==> src/rtl/pause_dim_ctrl_if.sv <==
// Pause/dim control bus.
// Groups the pause inputs, the pixel stream in and the control/pixel results
// out of pause_dim_ctrl.
//   user_button   : pause button level (already synchronous to clk_sys)
//   pause_request : level pause requests, any bit high pauses
//   osd_status    : OSD open level
//   options       : bit0 pause while OSD open, bit1 dim enable
//   r_in/g_in/b_in: pixel colour in
//   rgb_out       : {r,g,b} after dimming, registered
//   pause_cpu     : registered CPU halt
//   dim_video     : dim level is non-zero
//   dim_level     : current right-shift amount
// master = the side driving pause inputs and pixels, slave = pause_dim_ctrl.
interface pause_dim_ctrl_if #(
  parameter int RW      = 3,
  parameter int GW      = 3,
  parameter int BW      = 2,
  parameter int NREQ    = 2,
  parameter int DIM_MAX = 1
);
  localparam int LW = $clog2(DIM_MAX + 1);

  logic                   user_button;
  logic [NREQ-1:0]        pause_request;
  logic                   osd_status;
  logic [1:0]             options;
  logic [RW-1:0]          r_in;
  logic [GW-1:0]          g_in;
  logic [BW-1:0]          b_in;
  logic [RW+GW+BW-1:0]    rgb_out;
  logic                   pause_cpu;
  logic                   dim_video;
  logic [LW-1:0]          dim_level;

  modport master (
    output user_button, pause_request, osd_status, options, r_in, g_in, b_in,
    input  rgb_out, pause_cpu, dim_video, dim_level
  );

  modport slave (
    input  user_button, pause_request, osd_status, options, r_in, g_in, b_in,
    output rgb_out, pause_cpu, dim_video, dim_level
  );
endinterface

==> src/rtl/pause_dim_ctrl.sv <==
// Pause and screen-dim controller.
// Combines a toggling pause button, external pause requests and an optional
// OSD pause into one CPU halt. While paused, a prescaled timer waits
// DIM_TICKS ticks and then steps the video dim level (a right shift of each
// colour channel) from 1 up to DIM_MAX.
// Ports:
//   clk_sys : system clock, rising edge
//   reset   : synchronous, active-high
//   bus     : pause_dim_ctrl_if slave (pause inputs, pixels, results)
module pause_dim_ctrl #(
  parameter int RW          = 3,
  parameter int GW          = 3,
  parameter int BW          = 2,
  parameter int NREQ        = 2,
  parameter int TICK_CYCLES = 18000000,
  parameter int DIM_TICKS   = 10,
  parameter int DIM_MAX     = 1
) (
  input logic              clk_sys,
  input logic              reset,
  pause_dim_ctrl_if.slave  bus
);

  localparam int LW = $clog2(DIM_MAX + 1);
  localparam int PW = $clog2(TICK_CYCLES);
  localparam int TW = $clog2(DIM_TICKS + 1);

  localparam logic [LW-1:0] LVL_ZERO   = '0;
  localparam logic [LW-1:0] LVL_ONE    = LW'(1);
  localparam logic [LW-1:0] LVL_MAX    = LW'(DIM_MAX);
  localparam logic [PW-1:0] PRESC_ONE  = PW'(1);
  localparam logic [PW-1:0] PRESC_LAST = PW'(TICK_CYCLES - 1);
  localparam logic [TW-1:0] TICK_ONE   = TW'(1);
  localparam logic [TW-1:0] TICK_LAST  = TW'(DIM_TICKS - 1);

  typedef enum logic [1:0] {
    RUN    = 2'd0,
    PAUSED = 2'd1,
    FADING = 2'd2,
    DIMMED = 2'd3
  } state_t;

  state_t          state;
  logic [LW-1:0]   level;
  logic [PW-1:0]   presc;
  logic [TW-1:0]   tick_cnt;
  logic            pause_cpu_q;

  logic            btn_q;
  logic            btn_armed;
  logic            user_pause;
  logic            btn_rise;
  logic            pause_src;
  logic            tick;
  logic [LW-1:0]   level_nxt;

  logic [RW-1:0]   r_p1;
  logic [GW-1:0]   g_p1;
  logic [BW-1:0]   b_p1;

  // btn_armed stays low for the first cycle after reset so that a button
  // already held high when reset is released is loaded into btn_q without
  // being seen as a fresh press.
  assign btn_rise  = btn_armed & bus.user_button & ~btn_q;
  assign pause_src = user_pause | (|bus.pause_request) |
                     (bus.options[0] & bus.osd_status);
  assign tick      = (presc == PRESC_LAST);
  assign level_nxt = level + LVL_ONE;

  always_ff @(posedge clk_sys) begin
    if (reset) begin
      btn_q      <= 1'b0;
      btn_armed  <= 1'b0;
      user_pause <= 1'b0;
    end else begin
      btn_q     <= bus.user_button;
      btn_armed <= 1'b1;
      if (btn_rise) begin
        user_pause <= ~user_pause;
      end
    end
  end

  always_ff @(posedge clk_sys) begin
    if (reset) begin
      state       <= RUN;
      level       <= LVL_ZERO;
      presc       <= '0;
      tick_cnt    <= '0;
      pause_cpu_q <= 1'b0;
    end else begin
      pause_cpu_q <= pause_src;
      case (state)
        RUN: begin
          level    <= LVL_ZERO;
          presc    <= '0;
          tick_cnt <= '0;
          if (pause_src) begin
            state <= PAUSED;
          end
        end
        default: begin
          if (!pause_src) begin
            state    <= RUN;
            level    <= LVL_ZERO;
            presc    <= '0;
            tick_cnt <= '0;
          end else if (!bus.options[1]) begin
            // Dimming disabled: hold the timer at its start point so that
            // re-enabling begins a full wait, not a partial one.
            state    <= PAUSED;
            level    <= LVL_ZERO;
            presc    <= '0;
            tick_cnt <= '0;
          end else if (state == DIMMED) begin
            level <= LVL_MAX;
          end else begin
            presc <= tick ? '0 : presc + PRESC_ONE;
            if (tick) begin
              if (state == PAUSED) begin
                if (tick_cnt == TICK_LAST) begin
                  level <= LVL_ONE;
                  state <= (LVL_ONE == LVL_MAX) ? DIMMED : FADING;
                end else begin
                  tick_cnt <= tick_cnt + TICK_ONE;
                end
              end else begin
                level <= level_nxt;
                if (level_nxt == LVL_MAX) begin
                  state <= DIMMED;
                end
              end
            end
          end
        end
      endcase
    end
  end

  // ---- pixel stage p1: shift by the level registered at this edge ----
  always_ff @(posedge clk_sys) begin
    if (reset) begin
      r_p1 <= '0;
      g_p1 <= '0;
      b_p1 <= '0;
    end else begin
      r_p1 <= bus.r_in >> level;
      g_p1 <= bus.g_in >> level;
      b_p1 <= bus.b_in >> level;
    end
  end

  assign bus.rgb_out   = {r_p1, g_p1, b_p1};
  assign bus.pause_cpu = pause_cpu_q;
  assign bus.dim_video = (level != LVL_ZERO);
  assign bus.dim_level = level;

endmodule

==> src/flat_wrapper.sv <==
// flat-port wrapper written by rule: the top's interface ports become plain ports
module pause_dim_ctrl_flat 
#(
  parameter int RW          = 3,
  parameter int GW          = 3,
  parameter int BW          = 2,
  parameter int NREQ        = 2,
  parameter int TICK_CYCLES = 18000000,
  parameter int DIM_TICKS   = 10,
  parameter int DIM_MAX     = 1
)
  (clk_sys, reset, bus_user_button, bus_pause_request, bus_osd_status, bus_options, bus_r_in, bus_g_in, bus_b_in, bus_rgb_out, bus_pause_cpu, bus_dim_video, bus_dim_level);
  pause_dim_ctrl_if #(.RW(RW), .GW(GW), .BW(BW), .NREQ(NREQ), .DIM_MAX(DIM_MAX)) bus_i ();
  input logic clk_sys;
  input logic reset;
  input wire logic [$bits(bus_i.user_button)-1:0] bus_user_button;
  input wire logic [$bits(bus_i.pause_request)-1:0] bus_pause_request;
  input wire logic [$bits(bus_i.osd_status)-1:0] bus_osd_status;
  input wire logic [$bits(bus_i.options)-1:0] bus_options;
  input wire logic [$bits(bus_i.r_in)-1:0] bus_r_in;
  input wire logic [$bits(bus_i.g_in)-1:0] bus_g_in;
  input wire logic [$bits(bus_i.b_in)-1:0] bus_b_in;
  output wire logic [$bits(bus_i.rgb_out)-1:0] bus_rgb_out;
  output wire logic [$bits(bus_i.pause_cpu)-1:0] bus_pause_cpu;
  output wire logic [$bits(bus_i.dim_video)-1:0] bus_dim_video;
  output wire logic [$bits(bus_i.dim_level)-1:0] bus_dim_level;
  assign bus_i.user_button = bus_user_button;
  assign bus_i.pause_request = bus_pause_request;
  assign bus_i.osd_status = bus_osd_status;
  assign bus_i.options = bus_options;
  assign bus_i.r_in = bus_r_in;
  assign bus_i.g_in = bus_g_in;
  assign bus_i.b_in = bus_b_in;
  assign bus_rgb_out = bus_i.rgb_out;
  assign bus_pause_cpu = bus_i.pause_cpu;
  assign bus_dim_video = bus_i.dim_video;
  assign bus_dim_level = bus_i.dim_level;
  pause_dim_ctrl #(.RW(RW), .GW(GW), .BW(BW), .NREQ(NREQ), .TICK_CYCLES(TICK_CYCLES), .DIM_TICKS(DIM_TICKS), .DIM_MAX(DIM_MAX)) u_core (.clk_sys(clk_sys), .reset(reset), .bus(bus_i));
endmodule
==> config.mk <==
export PLATFORM = sky130hd
export DESIGN_NAME = pause_dim_ctrl_flat
export DESIGN_NICKNAME = d
export VERILOG_FILES = /design/src/rtl/pause_dim_ctrl_if.sv /design/src/rtl/pause_dim_ctrl.sv /design/src/flat_wrapper.sv
export SDC_FILE = /design/constraint.sdc
export NUM_CORES = 1
export LEC_CHECK = 0
export BUFFER_PORTS_ARGS = -buffer_cell sky130_fd_sc_hd__buf_4
export CAP_MARGIN = 40
export CORE_MARGIN = 2
export CORE_UTILIZATION = 45
export DETAILED_ROUTE_END_ITERATION = 12
export MAX_ROUTING_LAYER = met4
export PLACE_DENSITY = 0.68
export SYNTH_ARGS = -nofsm -noshare
export SYNTH_HDL_FRONTEND = slang
export SYNTH_SLANG_ARGS = --single-unit
==> constraint.sdc <==
create_clock -name clk_sys -period 4.05 [get_ports clk_sys]
set_clock_uncertainty 0.1 [all_clocks]
set_input_delay 1.0125 -clock clk_sys [delete_from_list [all_inputs] [get_ports clk_sys]]
set_output_delay 1.0125 -clock clk_sys [all_outputs]
set_load 0.005 [all_outputs]
==> flow_metrics.py <==
metrics = {
    "finish": {
        "antennaDiodeCount": 0,
        "n_fill_cell": 396,
        "drive_gt1_frac": 0.1694,
        "nets": 267,
        "stdcell_count": 300,
        "synthToLayoutAreaGrowth_pct": 16.02,
    },
    "global_routing": {
        "gr-usage-all-layers": 0.1763,
        "grt_max_degree": 21,
        "antenna_found_initial": 0,
        "grt_pass1_wl_mm": 6.775,
        "globalRouteOverflowTotal": 0,
        "grt_pass1_vias": 1532,
    },
    "synthesis": {
        "synthArstFlopShare": 0,
        "synthFlopType": "dfxtp_1",
        "synthesis.area_sq_mm": 0.001968,
        "synth.distinct_cells": 41,
        "synthTopCellsByArea": "dfxtp_1 45%, xor2_1 8.9%, nor2_1 8.2%",
        "synth_cells": 220,
        "yosys_register_bits": 44,
        "avgSynthCellArea_sq_um": 8.946,
        "synth-edff-count": 0,
        "yosys_warnings": 0,
        "synth_top_area_frac": 0.4476,
        "yosys.area.top_type": "dfxtp_1",
        "syn_nets": 239,
        "seq_area_frac_synth": 0.4476,
    },
    "detailed_routing": {
        "drt_first_pass_iters": 4,
        "avgRoutedWirePerCell_um": 12.33,
        "drc_errors": 0,
        "ant_nets": 0,
        "drt-initial-drc-count": 79,
        "drt-total-wl_mm": 3.699,
        "via_count": 1591,
        "vias_per_cell": 5.303,
    },
    "sta": {
        "tns_ns": 0,
        "finalSetupViolations": 0,
        "hold_viol": 0,
        "worst_pin_slew_ns": 0.6897,
        "drv_slew": 0,
        "relSlewSlack": 0.5367,
        "rsz0062_at_grt": "false",
        "fmax_ghz": 0.4268,
        "min_period_over_period": 0.5785,
        "layout_min_cycle_time_ns": 2.343,
    },
    "placement": {
        "gp_congestion": 0.8126,
        "placed_cells": 293,
        "place_hpwl_mm": 2.660,
        "io_buffer_count": 26,
    },
    "cts": {
        "cts_setup_buffers": 0,
        "cts.htree.levels": 2,
        "clk_pin_slew_ns": 0.07,
        "cts_tree": "yes",
        "clock_latency_ns": 0.29,
        "cts_num_sinks": 44,
        "cts_root_buf": "clkbuf_8",
        "cts.path.max_buffers": 2,
        "cts_buffers": 5,
        "ctsResizeCount": 0,
        "hold_buffers": 0,
    },
    "critical_path": {
        "crit_required_ns": 4.13,
        "cpMostUsedCell": "buf_4",
        "start_kind": "input pin",
        "crit_chain": "buf_4 -> a2111oi_0 -> nor2_1 -> o211ai_1 -> buf_4 -> o21bai_1 -> buf_4 -> nor2_1",
        "cpMaxStageDelayCell": "a2111oi_0",
        "path_buf_inv": 3,
        "critPathKind": "in2reg",
        "slowest_delay_ns": 0.39,
        "critPathTopFamily": "compound AO/OA/AOI/OAI gates",
        "worst_setup_path_end_kind": "flop",
        "crit_cells": 8,
        "worstPathArrival_ns": 2.43,
        "r2r_cells": 5,
        "worstPathMaxFanout": 20,
    },
    "floorplan": {
        "dieHeight_um": 70.14,
        "core-area_sq_mm": 0.004294,
        "dieArea_sq_mm": 0.004919,
        "rows": 24,
        "dieWidth_um": 70.14,
        "io_pins": 27,
        "start_util": 0.4583,
    },
    "pwr": {
        "pwr_density_cell_mw_per_mm2": 320.3,
        "vdd_drop_max_uv": 188.2,
        "p_leak_nw": 0.8328,
    },
    "status": {
        "outcome": "finished clean",
    },
    "run": {
        "max_cap_violations": 0,
    },
    "min_path": {
        "whs_path_depth": 2,
        "hold_class": "reg2reg",
    },
}
-- worst register-to-register path, cell delays in order, from the launching register on --
cell	delay, ns
dfxtp_1	0.37
and2_1	0.30
nor3_1	0.63
or4b_1	0.51
xnor2_1	0.17
nor2_1	0.05
-- cell usage after synthesis, types with 2 or more instances --
master / count
xor2_1: 20
xnor2_1: 5
and2_1: 5
nor4_1: 4
or4b_1: 3
inv_1: 4
and3_1: 3
nand2_1: 18
nor2_1: 43
mux2i_1: 5
nand4_1: 16
nor3_1: 4
ha_1: 3
nand3_1: 5
or3_1: 3
nor4b_1: 2
buf_4: 3
a21oi_1: 3
nor2b_1: 3
dfxtp_1: 44
clkbuf_1: 4
-- per-stage QoR --
stage / total power, W / worst slack [ns] / util / instance area [sq um] / hold slack, ns
floorplan: 0.0004687 / 1.830 / - / 1968 / 0.3549
global placement: 0.0004903 / 1.389 / 0.5137 / 2206 / 0.3711
detailed placement: 0.0004909 / 1.375 / 0.5137 / 2206 / 0.3868
CTS: 0.0007446 / 1.687 / 0.5318 / 2283 / 0.3977
global route: 0.0007692 / 1.486 / 0.5318 / 2283 / 0.4204
finish: 0.0007314 / 1.707 / 0.5318 / 2283 / 0.3903
-- state kept, by name, summed over array words and instances, names as in the netlist --
register,flops
u_core.btn_q,1
u_core.tick_cnt,4
u_core.bus.dim_level,1
u_core.state,2
u_core.g_p1,3
u_core.btn_armed,1
u_core.b_p1,2
u_core.bus.pause_cpu,1
u_core.user_pause,1
u_core.r_p1,3
u_core.presc,25
-- cell type report --
| cell class | instances | area, sq um | share of cell area |
|---|---|---|---|
| sequential | 44 | 880.8 | 0.3858 |
| tap | 52 | 65.06 | 0.02849 |
| clock inverter | 1 | 5.005 | 0.002192 |
| inverter | 4 | 15.01 | 0.006575 |
| clock buffer | 6 | 72.57 | 0.03178 |
| multi-input combinational | 165 | 1035 | 0.4531 |
| timing repair buffer | 28 | 210.2 | 0.09205 |
-- report_power, final --
group / internal [W] / switching, W
Combinational: 0.0000216 / 0.0000148
Clock: 0.000117 / 0.000134
Sequential: 0.000440 / 0.00000367
-- placed cells by master, fill, tap and decap left out, drive strengths merged, types with 5 or more instances in the layout --
master  count
nor4        5
dfxtp      44
nand3       5
nand2      18
nand4      17
nor3        5
xor2       20
and2        5
buf        28
clkbuf      6
nor2       44
mux2i       5
xnor2       5
-- worst paths after layout --
kind                                        start  slack (ns)                 to
worst min register to register  u_core.user_pause        0.39  u_core.user_pause
worst max register to register    u_core.state[0]        1.81   u_core.presc[17]
worst max-delay path               bus_options[0]        1.71   u_core.presc[15]
worst min-delay path            u_core.user_pause        0.39  u_core.user_pause
-- logic make-up after synthesis --
family,synth area share
buffers and inverters,0.02670
flip-flops,0.4476
XOR/XNOR,0.1113
AO/OA/AOI/OAI,0.04832
AND/OR/NAND/NOR,0.3160
multiplexers,0.03115
adder cells (fa/ha/maj),0.01907
-- metal layers --
layer / vias up / track usage / share of wire
met5: - / - / 0
met4: 0 / 0.07051 / 0.018
met3: 6 / 0.05483 / 0.071
met2: 51 / 0.2720 / 0.44
met1: 715 / 0.2154 / 0.47
li1: 819 / - / -
Note: power is estimated with default switching activity, not from simulation.
